**config.mk**
```make
export PLATFORM = sky130hd
export DESIGN_NAME = alu_share
export DESIGN_NICKNAME = d
export VERILOG_FILES = /design/src/rtl/alu_share.sv
export SDC_FILE = /design/constraint.sdc
export NUM_CORES = 1
export LEC_CHECK = 0
export CAP_MARGIN = 10
export CORE_AREA = 2 2 123 125
export DETAILED_ROUTE_END_ITERATION = 16
export DIE_AREA = 0 0 125 127
export SLEW_MARGIN = 20
export SYNTH_ARGS = -nofsm -noshare
export SYNTH_HDL_FRONTEND = slang
export SYNTH_SLANG_ARGS = --single-unit
```
**constraint.sdc**
```tcl
create_clock -name clk -period 4.1 [get_ports clk]
set_clock_uncertainty 0.05 [all_clocks]
set_input_delay 0.615 -clock clk [delete_from_list [all_inputs] [get_ports clk]]
set_output_delay 0.615 -clock clk [all_outputs]
set_load 0.02 [all_outputs]
```
**src/rtl/alu_share.sv**
```systemverilog
// alu_share: round-robin arbiter that time-shares one combinational ALU
// between the integer execute stage (requester 0) and the address/branch
// compare unit (requester 1). Results land in a one-entry tagged output
// register; accepted operations are counted per requester.
module alu_share #(
  parameter int unsigned CNTW = 16
) (
  input  logic            clk,
  input  logic            rst,

  input  logic            r0_valid,
  output logic            r0_ready,
  input  logic [31:0]     r0_a,
  input  logic [31:0]     r0_b,
  input  logic [2:0]      r0_op,
  input  logic            r0_ctrl,
  input  logic            r0_lt,
  input  logic            r0_ltu,

  input  logic            r1_valid,
  output logic            r1_ready,
  input  logic [31:0]     r1_a,
  input  logic [31:0]     r1_b,
  input  logic [2:0]      r1_op,
  input  logic            r1_ctrl,
  input  logic            r1_lt,
  input  logic            r1_ltu,

  output logic [31:0]     alu_a,
  output logic [31:0]     alu_b,
  output logic [2:0]      alu_op,
  output logic            alu_ctrl,
  output logic            alu_lt,
  output logic            alu_ltu,
  input  logic [31:0]     alu_result,

  output logic            rsp_valid,
  input  logic            rsp_ready,
  output logic            rsp_id,
  output logic [31:0]     rsp_result,

  output logic [CNTW-1:0] cnt0,
  output logic [CNTW-1:0] cnt1
);

  // Requester that received the most recent grant; reset to 1 so that
  // requester 0 wins the first contended cycle.
  logic last;
  logic space;
  logic g0;
  logic g1;
  logic gnt;
  logic gid;

  // Grant selection: depends only on space, the valids and last, never on operands.
  always_comb begin
    space = ~rsp_valid | rsp_ready;
    g0    = space & r0_valid & (~r1_valid | last);
    g1    = space & r1_valid & (~r0_valid | ~last);
    gnt   = g0 | g1;
    gid   = g1;
  end

  assign r0_ready = g0;
  assign r1_ready = g1;

  // Operand steering onto the shared ALU; idle cycles drive all zeros.
  always_comb begin
    alu_a    = '0;
    alu_b    = '0;
    alu_op   = '0;
    alu_ctrl = 1'b0;
    alu_lt   = 1'b0;
    alu_ltu  = 1'b0;
    if (g0) begin
      alu_a    = r0_a;
      alu_b    = r0_b;
      alu_op   = r0_op;
      alu_ctrl = r0_ctrl;
      alu_lt   = r0_lt;
      alu_ltu  = r0_ltu;
    end else if (g1) begin
      alu_a    = r1_a;
      alu_b    = r1_b;
      alu_op   = r1_op;
      alu_ctrl = r1_ctrl;
      alu_lt   = r1_lt;
      alu_ltu  = r1_ltu;
    end
  end

  // Output register, fairness pointer and counters. A grant in the same
  // cycle as a drain overwrites the entry, so rsp_valid stays high.
  always_ff @(posedge clk) begin
    if (rst) begin
      rsp_valid  <= 1'b0;
      rsp_id     <= 1'b0;
      rsp_result <= '0;
      last       <= 1'b1;
      cnt0       <= '0;
      cnt1       <= '0;
    end else begin
      if (gnt) begin
        rsp_valid  <= 1'b1;
        rsp_id     <= gid;
        rsp_result <= alu_result;
        last       <= gid;
      end else if (rsp_valid && rsp_ready) begin
        rsp_valid  <= 1'b0;
      end
      if (g0) cnt0 <= cnt0 + CNTW'(1);
      if (g1) cnt1 <= cnt1 + CNTW'(1);
    end
  end

endmodule

```
* Yosys cells after proc, flatten, opt, wreduce, memory -nomap -nowiden
Index checks and enable logic that the tools add are counted.
Operators by class: add/subtract/negate cells 2, multiplexer cells 14, bitwise gates (word level) 12, reduce and logical (&&, ||, !) cells 2
Operators by type and width (count):
- 32-bit 2-to-1 mux | 4
- 16-bit by 1-bit adder with 16-bit output, second input constant | 2
- 1-bit 2-to-1 mux | 8
- 3-bit 2-to-1 mux | 2
- 1-bit bitwise AND | 4
- 1-bit inverter | 4
- 1-bit bitwise OR | 4
- 2-bit nonzero test | 1
- 1-bit logical AND | 1
Storage, ports and cells: register bits after elaboration 67, input port bits 177, output and inout bits 138

* Depth between registers and ports, before layout
word-level depth 6, mapped depth 7

* Worst setup path before layout
No wires, ideal clock.
path type input to output, from input rsp_ready, to output alu_a[23], data arrival time 2.044 ns, slack 1.391 ns, stages 6, path buffers 2, path through nand2b_1 -> clkbuf_1 -> nand3_1 -> inv_2 -> buf_1 -> a22o_1
RTL lines:
- from (decl) | RTL line 38 | input logic rsp_ready,
- 1-bit bitwise OR | RTL line 57 | space = ~rsp_valid | rsp_ready;
- 1-bit bitwise AND (2 in series) | RTL line 58 | g0 = space & r0_valid & (~r1_valid | last);
- via r0_ready | RTL line 12 | output logic r0_ready,
- 32-bit 2-to-1 mux | RTL line 75 | if (g0) begin
- to (decl) | RTL line 29 | output logic [31:0] alu_a,
The timed path passes the listed nets, and every way through them passes these cells.

* Worst setup path after layout
from input r1_valid, to output alu_b[18]
On the way: word-level cells in the longest chain between the ends 4
RTL lines:
- from (decl) | RTL line 20 | input logic r1_valid,
- 1-bit bitwise AND or 1-bit inverter (tied branches) | RTL line 59, 58
- 1-bit bitwise AND or 1-bit bitwise OR (tied branches) | RTL line 59, 58
- 32-bit 2-to-1 mux or 1-bit bitwise AND (tied branches) | RTL line 82, 58
- 32-bit 2-to-1 mux (*) | RTL line 75
- to (decl) | RTL line 30 | output logic [31:0] alu_b,
Mark *: on every way between the ends. The rest lies on a longest branch, timed or not.

==> impl_metrics.env <==
export IMPL_status="finished, final reports clean"
export IMPL_dpl_hpwl_um=13800
export IMPL_worstHoldPathType="reg -> reg"
export IMPL_seq_power_share_pct=32.2
export IMPL_initial_core_util_pct=23.1
export IMPL_hold_viol=0
export IMPL_final_cells=897
export IMPL_cts_tree="yes"
export IMPL_ctsResizeCount=0
export IMPL_die_w_um=125
export IMPL_p_leak_nw=2.55
export IMPL_nets=886
export IMPL_synthCells=409
export IMPL_cts_num_sinks=67
export IMPL_drcViolationCount=0
export IMPL_synth_top_area_cell="dfxtp_1"
export IMPL_yosysUniqueCellTypes=34
export IMPL_cp_end_kind="output port"
export IMPL_yosysSeqAreaShare_pct=40.3
export IMPL_grt_max_degree=74
export IMPL_slowest_delay_ns=0.63
export IMPL_dieArea_um2=15900
export IMPL_p_int_mw=1.55
export IMPL_critPathSlowestCell="clkdlybuf4s50_1"
export IMPL_clk_latency_ns=0.33
export IMPL_syn2layout_area_growth_pct=109
export IMPL_holdBufCountCts=0
export IMPL_ir_drop_v=0.000181
export IMPL_synth_warnings=0
export IMPL_path_class="in -> out"
export IMPL_met1_usage_pct=25.5
export IMPL_maxCapViolations=0
export IMPL_slew_limit_headroom_pct=57.3
export IMPL_synth_top_area_share_pct=40.3
export IMPL_required_ns=3.43
export IMPL_drtIter0Drc=190
export IMPL_dp_cells=880
export IMPL_core_area_um2=14400
export IMPL_p_per_area_nw_per_um2=311
export IMPL_clkPwrFrac_pct=35.4
export IMPL_synth_area_leaders="dfxtp_1, a22o_1, nand2_1"
export IMPL_h_tree_depth=3
export IMPL_grt_pass1_vias=4312
export IMPL_vias_per_cell=4.81
export IMPL_path_max_fanout=53
export IMPL_setup_viol=0
export IMPL_wire_per_inst_um=19.4
export IMPL_pre_cts_slack_ns=0.553
export IMPL_postPlaceCellArea_um2=6660
export IMPL_port_buffers=314
export IMPL_crit_chain="clkdlybuf4s50_1 -> a21boi_1 -> and2_2 -> buf_12 -> a22o_1 -> clkdlybuf4s50_1"
export IMPL_start_kind="input port"
export IMPL_grt_busiest_layer="met2"
export IMPL_reg2reg_slack_ns=2.14
export IMPL_grt_overflow=0
export IMPL_synthArstFlopShare_pct=0
export IMPL_wl_um=17400
export IMPL_clk_pin_slew_worst_paths_ns=0.06
export IMPL_vias=4312
export IMPL_cts_setup_buffers=0
export IMPL_grt_pass1_wl_um=25400
export IMPL_synth_commonest_cells="nand2_1, a22o_1, dfxtp_1"
export IMPL_cts_buffers=9
export IMPL_synth_main_ff_cell="dfxtp_1"
export IMPL_pwr_share_comb_pct=32.4
export IMPL_fmax_ghz=0.281
export IMPL_period_share_pct=86.9
export IMPL_drive_above_1_share_pct=4.63
export IMPL_p_sw_mw=0.616
export IMPL_syn_area_um2=3330
export IMPL_drt_pass1_iter_count=4
export IMPL_num_rows=44
export IMPL_nFillCells=1381
export IMPL_io_pins=315
export IMPL_slew_viol_final=0
export IMPL_critPathBufInv=3
export IMPL_ant_nets=0
export IMPL_finalInstanceArea_um2=6970
export IMPL_use_met3_pct=7.66
export IMPL_gr_usage_met2_pct=34.4
export IMPL_fin_crit_ns=3.56
export IMPL_yosysMostFrequentCell="nand2_1"
export IMPL_antenna_found_initial=1
export IMPL_gp_congestion=0.952
export IMPL_cpMostUsedCell="clkdlybuf4s50_1"
export IMPL_fin_tns_setup_ns=0
export IMPL_switching_share_pct=28.4
export IMPL_critPathTopFamily="buffers and inverters"
export IMPL_clockBufferDepth=2
export IMPL_cp_arrival_ns=2.90
export IMPL_track_usage_pct=20.9
export IMPL_root_buffer="clkbuf_16"
export IMPL_synth_seq_cells=67
export IMPL_syn_area_per_cell_um2=8.14
export IMPL_syn_nets=588
export IMPL_synth_edf_count=0
export IMPL_hold_slack_ns=0.398
export IMPL_die_h_um=127
export IMPL_setup_ws_ns=0.536
export IMPL_rsz0062_at_grt="no"
export IMPL_max_slew_worst_pin_slew_ns=0.641
cell usage in the layout (no fill, tap or decap), types with 9 or more instances in the layout:
cell             instances
nand2_1                 74
o21ai_0                 12
clkdlybuf4s50_1        308
dfxtp_1                 67
a21oi_1                 54
clkbuf_16                9
nor2_1                  13
a22o_1                  70
or3_1                   13
nand3_1                 10
layer usage:
metal,routed length [um],vias up
li1,-,2098
met1,7040,2018
met2,8420,173
met3,1510,23
met4,432,0
met5,0,-
power by group through the flow:
stage / clock network (mW) / registers (mW) / logic [mW]
6_report: 0.767 / 0.697 / 0.703
5_1_grt: 0.822 / 0.701 / 0.746
4_1_cts: 0.791 / 0.698 / 0.710
3_5_place_dp: 0 / 0.712 / 0.702
3_3_place_gp: 0 / 0.710 / 0.703
2_1_floorplan: 0 / 0.743 / 0.250
worst paths after layout:
path             startpoint  depth (start not counted)              to
max                r1_valid                          6       alu_b[18]
max reg2reg         cnt0[0]                          5        cnt0[12]
min reg2reg  rsp_result[25]                          2  rsp_result[25]
min          rsp_result[25]                          2  rsp_result[25]
tightest hold or removal path: cells and delay by family (launching register included):
family	cells	cell delay, ns
AOI/OAI and AO/OA	1	0.05
and+or+nand+nor	1	0.05
DFF	1	0.30
logic make-up after synthesis:
family | after synthesis | share of synthesized area (%)
buffers and inverters | 39 | 4.40
muxes | 2 | 0.639
DFF | 67 | 40.3
adders and majority gates | 2 | 0.751
and+or+nand+nor | 142 | 20.5
AOI/OAI and AO/OA | 147 | 30.8
xor gates and xnor gates | 10 | 2.63
area by class of cell:
class | instances | area [um2] | area share, %
clock inverter | 6 | 65.1 | 0.933
sequential | 67 | 1340 | 19.2
antenna | 1 | 2.50 | 0.0359
timing repair buffer | 320 | 3220 | 46.2
multi-input combinational | 303 | 1850 | 26.5
inverter | 6 | 22.5 | 0.323
tap | 184 | 230 | 3.30
clock buffer | 10 | 239 | 3.43
sequential cells by signal, summed over array words and instances, names as in the netlist:
| signal | cells |
|---|---|
| cnt1 | 16 |
| last | 1 |
| cnt0 | 16 |
| rsp_result | 32 |
| rsp_id | 1 |
| rsp_valid | 1 |
metrics by stage:
stage | utilization [%] | power [mW]
2_1_floorplan | - | 0.993
3_3_place_gp | 46.2 | 1.41
3_5_place_dp | 46.2 | 1.41
4_1_cts | 48.3 | 2.20
5_1_grt | 48.3 | 2.27
6_report | 48.3 | 2.17
(Power assumes the default switching activity.)
